### src/rtl/imm_gen_arbiter.sv
// Round-robin arbiter that shares one registered immediate generator among
// N_REQ requesters. One grant per cycle; the response returns exactly one
// cycle later to the owning requester. Unsupported opcodes are replaced by
// a NOP toward the generator and flagged back to the requester.
module imm_gen_arbiter #(
   parameter int N_REQ = 2
) (
   input  logic                  clk,
   input  logic                  reset,
   input  logic [N_REQ-1:0]      req_valid,
   input  logic [N_REQ*32-1:0]   req_instr,
   output logic [N_REQ-1:0]      req_ready,
   input  logic                  flush,
   output logic [31:0]           gen_instruction,
   input  logic [31:0]           gen_imm,
   output logic [N_REQ-1:0]      resp_valid,
   output logic [31:0]           resp_imm,
   output logic                  resp_err,
   output logic                  busy,
   output logic [15:0]           conflict_cnt
);

   localparam int          PTR_W = $clog2(N_REQ);
   localparam logic [31:0] NOP   = 32'h0000_0013;

   function automatic logic is_supported(input logic [6:0] opcode);
      case (opcode)
         7'b0010011, 7'b0000011, 7'b0100011,
         7'b1100011, 7'b0110111, 7'b1101111: is_supported = 1'b1;
         default:                            is_supported = 1'b0;
      endcase
   endfunction

   logic [31:0]      instr_arr [N_REQ];
   logic [N_REQ-1:0] supported;

   logic [PTR_W-1:0] rr_ptr_reg, rr_ptr_next;
   logic             pipe_valid_reg;
   logic [PTR_W-1:0] pipe_owner_reg;
   logic             pipe_err_reg;
   logic [15:0]      conflict_cnt_reg;

   logic             grant_any;
   logic [PTR_W-1:0] grant_idx;
   logic             grant_sup;
   logic             contended;
   logic             show;

   // Unpack the flat instruction bus and decode opcode support per requester
   generate
      for (genvar gi = 0; gi < N_REQ; gi++) begin : g_req
         assign instr_arr[gi] = req_instr[32*gi +: 32];
         assign supported[gi] = is_supported(req_instr[32*gi +: 7]);
      end
   endgenerate

   // Round-robin search starting at rr_ptr; nothing is granted in reset or flush
   always_comb begin
      logic [PTR_W-1:0] idx;
      grant_any = 1'b0;
      grant_idx = '0;
      idx       = '0;
      if (reset && !flush) begin
         for (int k = 0; k < N_REQ; k++) begin
            idx = PTR_W'((int'(rr_ptr_reg) + k) % N_REQ);
            if (!grant_any && req_valid[idx]) begin
               grant_any = 1'b1;
               grant_idx = idx;
            end
         end
      end
   end

   // One-hot ready, generator drive and next pointer derived from the grant
   always_comb begin
      req_ready = '0;
      if (grant_any)
         req_ready[grant_idx] = 1'b1;
      grant_sup       = supported[grant_idx];
      gen_instruction = (grant_any && grant_sup) ? instr_arr[grant_idx] : NOP;
      if (grant_any)
         rr_ptr_next = (grant_idx == PTR_W'(N_REQ - 1)) ? '0 : grant_idx + 1'b1;
      else
         rr_ptr_next = rr_ptr_reg;
   end

   // Pointer and response pipeline; reset drops any entry in flight
   always_ff @(posedge clk or negedge reset) begin
      if (!reset) begin
         rr_ptr_reg     <= '0;
         pipe_valid_reg <= 1'b0;
         pipe_owner_reg <= '0;
         pipe_err_reg   <= 1'b0;
      end else begin
         rr_ptr_reg     <= rr_ptr_next;
         pipe_valid_reg <= grant_any;
         if (grant_any) begin
            pipe_owner_reg <= grant_idx;
            pipe_err_reg   <= !grant_sup;
         end
      end
   end

   assign contended = ($countones(req_valid) >= 2) && !flush;

   // Saturating count of cycles where two or more requesters compete
   always_ff @(posedge clk or negedge reset) begin
      if (!reset)
         conflict_cnt_reg <= '0;
      else if (contended && conflict_cnt_reg != 16'hFFFF)
         conflict_cnt_reg <= conflict_cnt_reg + 16'd1;
   end

   // Response presentation; flush kills it and the entry is simply lost
   always_comb begin
      show       = pipe_valid_reg && !flush;
      resp_valid = show ? (N_REQ'(1) << pipe_owner_reg) : '0;
      resp_imm   = (show && !pipe_err_reg) ? gen_imm : 32'h0;
      resp_err   = show && pipe_err_reg;
   end

   assign busy         = pipe_valid_reg;
   assign conflict_cnt = conflict_cnt_reg;

endmodule

### config.mk
export PLATFORM = sky130hd
export DESIGN_NAME = imm_gen_arbiter
export DESIGN_NICKNAME = d
export VERILOG_FILES = /design/src/rtl/imm_gen_arbiter.sv
export SDC_FILE = /design/constraint.sdc
export NUM_CORES = 1
export LEC_CHECK = 0
export BUFFER_PORTS_ARGS = -buffer_cell sky130_fd_sc_hd__buf_2
export CORE_ASPECT_RATIO = 0.7
export CORE_MARGIN = 10
export CORE_UTILIZATION = 36
export CTS_BUF_LIST = sky130_fd_sc_hd__clkbuf_16
export DETAILED_ROUTE_END_ITERATION = 8
export GPL_TIMING_DRIVEN = 0
export MAX_ROUTING_LAYER = met4
export PLACE_DENSITY = 0.91
export SYNTH_ARGS = -nofsm -noshare
export SYNTH_HDL_FRONTEND = slang
export SYNTH_SLANG_ARGS = --single-unit
### constraint.sdc
create_clock -name clk -period 2.4 [get_ports clk]
set_input_delay 0.48 -clock clk [delete_from_list [all_inputs] [get_ports clk]]
set_output_delay 0.48 -clock clk [all_outputs]
set_load 0.01 [all_outputs]
Yosys cells after proc, flatten, opt, wreduce, memory -nomap -nowiden
Cells that the tools add are included.
{"block": "word_totals", "regBits": 20, "out_inout_bits": 86, "wordCells": 70}
{"block": "classes", "addsub": 4, "order_cmp": 6, "eq_ne": 13, "shifts": 1, "n_mux": 25, "bitwise_logic": 1, "n_reduce_logical": 15}
{"operator": "two-way mux 32 bit", "n": 5}
{"operator": "equality test 7 x 6 -> 1 bit, second input constant", "n": 4}
{"operator": "equality test 7 bit, second input constant", "n": 4}
{"operator": "two-way mux 1 bit", "n": 17}
{"operator": "adder 16 x 1 -> 16 bit, second input constant", "n": 1}
{"operator": "inequality test 16 bit, second input constant", "n": 1}
{"operator": "equality test 7 x 2 -> 1 bit, second input constant", "n": 2}
{"operator": "equality test 7 x 5 -> 1 bit, second input constant", "n": 2}
{"operator": "OR reduction 6 bit", "n": 2}
{"operator": "logical AND 1 bit", "n": 9}
{"operator": "< comparator 1 x 2 -> 1 bit, second input constant", "n": 3}
{"operator": "greater-or-equal comparator 2 bit, second input constant", "n": 2}
{"operator": "logical NOT 1 bit", "n": 4}
{"operator": "two-way mux 2 bit", "n": 2}
{"operator": "adder 1 bit, second input constant", "n": 2}
{"operator": "adder 1 x 1 -> 2 bit", "n": 1}
{"operator": "NOT 1 -> 2 bit", "n": 1}
{"operator": "left shift 1 x 1 -> 2 bit, first input constant", "n": 1}
{"operator": "demux 1 bit (select 1 bit)", "n": 1}
{"operator": "greater-or-equal comparator 1 bit, second input constant", "n": 1}

Depth between registers and ports, before layout
{"block": "depth", "word_depth": 13, "depth_mapped": 7, "ltp_nobuf": 5}

Worst setup path before layout
Ideal clock, no wire load.
{"block": "synth_timing", "path_kind": "input port to output port", "startpoint": "input port req_instr[37]", "endpoint": "output port gen_instruction[21]", "arrival_ns": 1.728, "path_slack_ns": 0.192, "cell_stages": 6, "path_buffers": 2, "path_cell_list": "mux2_2 -> o32ai_1 -> a211oi_1 -> buf_2 -> buf_2 -> nor3_1"}
{"block": "synth_via", "elab_chain_len": 7, "elab_cells_between_ends": 12, "cone_classes": "eq/ne (6); mux (4); reduce/logical (2)"}
{"item": "start, declared", "line": "11", "source": "input logic [N_REQ*32-1:0] req_instr,"}
{"item": "equality test 7 x 5 -> 1 bit, or another cell as far along", "line": "27", "source": "case (opcode)"}
{"item": "OR reduction 6 bit *", "line": "27"}
{"item": "two-way mux 1 bit *", "line": "27"}
{"item": "two-way mux 1 bit (implied by the code) * (2 in series)", "line": "79", "source": "grant_sup = supported[grant_idx];"}
{"item": "logical AND 1 bit *", "line": "80", "source": "gen_instruction = (grant_any && grant_sup) ? instr_arr[grant_idx] : NOP;"}
{"item": "two-way mux 32 bit *", "line": "80"}
{"item": "end, declared", "line": "14", "source": "output logic [31:0] gen_instruction,"}
Mark *: on every way between the ends. The rest lies on a longest branch, timed or not. The select of a mux whose other input is x is not followed.

Final worst setup path
{"block": "layout_timing", "startpoint": "input port req_instr[37]", "endpoint": "output port gen_instruction[27]"}
Same word-level chain as after synthesis.

==> impl_summary.log <==
[metrics] number of buffers created by CTS: 3
[metrics] via count normalized by instance count: between 5 and 6
[metrics] nature of the critical path startpoint: input port
[metrics] cell with the biggest individual delay on the critical path: sky130_fd_sc_hd__mux2_2
[metrics] Data arrival, critical path: roughly 1.9 ns
[metrics] run status: finished, final reports clean
[metrics] number of flops mapped to enable cells by yosys: 0
[metrics] post-synthesis cell type with the largest combined area: sky130_fd_sc_hd__dfrtp_1
[metrics] M1 GR Usage: between 20% and 30%
[metrics] power density of the placed cells: just over 400 nW/um^2
[metrics] DR DRC count: 0
[metrics] ANT cells: 0
[metrics] skew final: ~0.0036 ns
[metrics] data required time at the worst endpoint: roughly 1.9 ns
[metrics] fraction of the cycle the final worst path needs: a little over nine tenths
[metrics] Synth async-reset ratio: 100%
[metrics] number of clock sinks seen by CTS: 20
[metrics] GR Util met3: 5.10%
[metrics] Filler Cell Count: roughly 440
[metrics] register cell area after layout: 500 um^2
[metrics] maximum capacitance violations: 0
[metrics] peak fanout along the critical path: 10
[metrics] Layout Utilization: about two thirds
[metrics] element type at the critical path end: primary output
[metrics] top cells by instance count after synthesis: 37 x sky130_fd_sc_hd__nor3_1, 32 x sky130_fd_sc_hd__and2_1, 30 x sky130_fd_sc_hd__mux2i_1, 20 x sky130_fd_sc_hd__dfrtp_1
[metrics] Buffers on Ports: 184
[metrics] final estimated routing congestion in global placement: between 0.9 and 1
[metrics] layout net count: 521
[metrics] starting utilization of the core area: 38.0%
[metrics] ranking of synthesized cells by area: sky130_fd_sc_hd__dfrtp_1 27%, sky130_fd_sc_hd__mux2i_1 16%, sky130_fd_sc_hd__and2_1 11%, sky130_fd_sc_hd__nor3_1 10%, sky130_fd_sc_hd__xor2_1 2.8%
[metrics] path type of the worst min-delay path: in2async
[metrics] total global routing overflow: 0
[metrics] time the worst path needs with I/O delays and setup: around 2.4 ns
[metrics] clock latency of the later-clocked register in the worst-skew pair: 0.25 ns
[metrics] post-CTS clock slew at the launch and capture registers of the worst setup and hold paths: 0.05 ns
[metrics] total of warnings raised by yosys: 0
[metrics] H-Tree Depth: 1
[metrics] area of combinational cells with multiple inputs: around 1400 um^2
[metrics] max-slew violation count: 0
[metrics] share of synthesized area occupied by flip-flops and latches: a little over a quarter
[metrics] layout-stage area growth over the synthesis result: 75.0%
[metrics] share of layout cells above drive strength 1: between 50% and 60%
[metrics] measured slew at the worst slew-check pin: around 0.83 ns
[metrics] category of cells accounting for the largest share of critical-path delay: buffers and inverters
[metrics] Post-Synthesis Cells: about 220
[metrics] type of the worst setup path: in2out
[metrics] final routed wirelength across all metal layers: ~9500 um
[metrics] std cell rows: 21
[metrics] vias post-DR: 2,500
[metrics] mean cell area of the mapped netlist: ~8.3 um^2
[metrics] number of hold-slack violations in the final timing report: 0
[metrics] highest-utilization routing layer at the global route stage: met2
[metrics] horizontal die dimension: 106 um
[metrics] Initial DRC Count: between 100 and 150
[metrics] max FFs per register: 16
[metrics] Die Y: ~80 um
[metrics] worst-case headroom to the max-slew limit: around 44%
[metrics] prevailing post-synth register cell: sky130_fd_sc_hd__dfrtp_1
[metrics] final setup violation count: 0
[metrics] unrepaired setup endpoints after global routing: true
[metrics] worst hold slack across all endpoints: around 0.0065 ns
[metrics] antenna violations before repair: 0
[metrics] post-synthesis cell type count: 41
[metrics] flip-flop and latch count after synthesis: 20
[metrics] most instantiated library cell after synthesis: sky130_fd_sc_hd__nor3_1
[metrics] clock root buffer: sky130_fd_sc_hd__clkbuf_16
[metrics] Final Instance Count excl. Fillers: just under 500
[metrics] CTS max path bufs: 2
[metrics] first-pass GRT wire length: between 10,000 and 15,000 um
[metrics] Pre-Repair DR Iteration Count: 4
[metrics] area share of the leading cell type in the synthesized netlist: between 20% and 30%
[metrics] count of buffering cells on the critical path with inverters included: 4
[metrics] DRT antenna net count: 0
[metrics] maximum resistive drop on vdd: 0.000498 V
[metrics] Max Freq: around 0.42 GHz
[metrics] gr usage total: 19.8%
[metrics] most common cell type on the critical path: sky130_fd_sc_hd__buf_2
[metrics] cells along the critical path: buf_2 -> mux2_2 -> o32ai_4 -> a211oi_4 -> buf_6 -> buf_8 -> nor3_4 -> buf_2
[metrics] netlist area before placement: about 1900 um^2
[metrics] met2 usage: 34.7%
[metrics] HPWL Detailed: roughly 7600 um
[metrics] average wire per standard cell: roughly 19 um
[metrics] via count of the first global-routing pass: 2,485
[metrics] Placed Cells incl. Taps: between 400 and 500
[metrics] CTS tree: built
[metrics] maximum cell stage delay along the critical path: around 0.36 ns
[metrics] top-level port count: 187
[metrics] leakage component of the power: about 1.9 nW
[metrics] Total Die Area: around 8500 um^2
[metrics] maximum number of pins on one net before global-route repair: 22
[metrics] Core Footprint: between 4000 and 5000 um^2
final cells by class:
| type | count | share of cell area [%] |
|---|---|---|
| Multi-Input combinational cell | 183 | 43.3 |
| Clock buffer | 3 | 2.31 |
| Timing Repair Buffer | 189 | 30.9 |
| Sequential cell | 20 | 15.4 |
| Inverter | 7 | 0.807 |
| Clock inverter | 1 | 0.923 |
| Tap cell | 69 | 2.65 |
| Buffer | 15 | 3.69 |
per-stage QoR:
step                      setup TNS (ns)  total power [mW]  instance area (um^2)  setup WS [ns]
after global routing              -0.217              1.40                  3250        -0.0365
after detailed placement          -12.33             0.826                  2870         -0.544
after global placement            -10.15             0.812                  2870         -0.516
final                                  0              1.33                  3250         0.0331
after CTS                      -0.000445              1.31                  3070      -0.000445
after floorplan                        0             0.637                  1860          0.192
path summary, 6_finish.rpt:
path                                 start                   to  slack (ns)  cells past startpoint
setup / recovery             req_instr[37]  gen_instruction[27]        0.03                      8
hold reg to reg                 rr_ptr_reg           rr_ptr_reg        0.48                      1
setup reg to reg           conflict_cnt[0]     conflict_cnt[14]        0.40                      5
min in group clk                rr_ptr_reg           rr_ptr_reg        0.48                      1
hold / removal                       reset     conflict_cnt[14]       0.006                      1
max in group asynchronous            reset         pipe_err_reg        1.64                      2
timing repair:
| item | CTS | global route |
|---|---|---|
| pin swaps | 1 | 2 |
| setup buffers | 0 | 3 |
| cloned | 0 | 1 |
| setup endpoints to repair | 30 | 22 |
| hold buffers | 0 | 1 |
| gates resized for setup | 22 | 31 |
| endpoints found under the hold margin | 0 | 2 |
report_power, final:
group	switching [mW]	total, mW	internal [mW]
combinational	0.204	0.403	0.200
sequential	0.0784	0.466	0.387
clock	0.127	0.458	0.331
placed cells by master, fill, tap and decap left out, types with 3 or more instances in the layout:
master and count:
sky130_fd_sc_hd__a21oi_1 3, sky130_fd_sc_hd__and2_1 32, sky130_fd_sc_hd__buf_2 185, sky130_fd_sc_hd__buf_4 5, sky130_fd_sc_hd__buf_6 4, sky130_fd_sc_hd__clkbuf_1 3, sky130_fd_sc_hd__clkbuf_16 4, sky130_fd_sc_hd__dfrtp_1 20
sky130_fd_sc_hd__inv_1 7, sky130_fd_sc_hd__mux2_2 4, sky130_fd_sc_hd__mux2i_1 28, sky130_fd_sc_hd__nand2_1 8, sky130_fd_sc_hd__nand2b_1 4, sky130_fd_sc_hd__nand3_1 9, sky130_fd_sc_hd__nand4_1 4, sky130_fd_sc_hd__nor2_1 9
sky130_fd_sc_hd__nor3_1 22, sky130_fd_sc_hd__nor3_2 11, sky130_fd_sc_hd__nor3_4 4, sky130_fd_sc_hd__o21ai_0 3, sky130_fd_sc_hd__xnor2_1 5, sky130_fd_sc_hd__xor2_1 6
per-layer routing:
layer | routed length [um] | up-vias | share of wire (%)
li1 | - | 1184 | -
met1 | 3530 | 1161 | 37
met2 | 4970 | 129 | 53
met3 | 675 | 26 | 7.1
met4 | 283 | 0 | 3.0
met5 | 0 | - | 0
kinds of logic after synthesis:
kind of cell | synth area share [%]
and+or+nand+nor | 37.4
muxes | 18.6
buffers and inverters | 5.38
DFF | 26.9
AOI/OAI and AO/OA | 5.65
xor gates and xnor gates | 5.18
adders and majority gates | 0.673
other | 0.202
No activity file was read; power rests on OpenSTA's default activity.
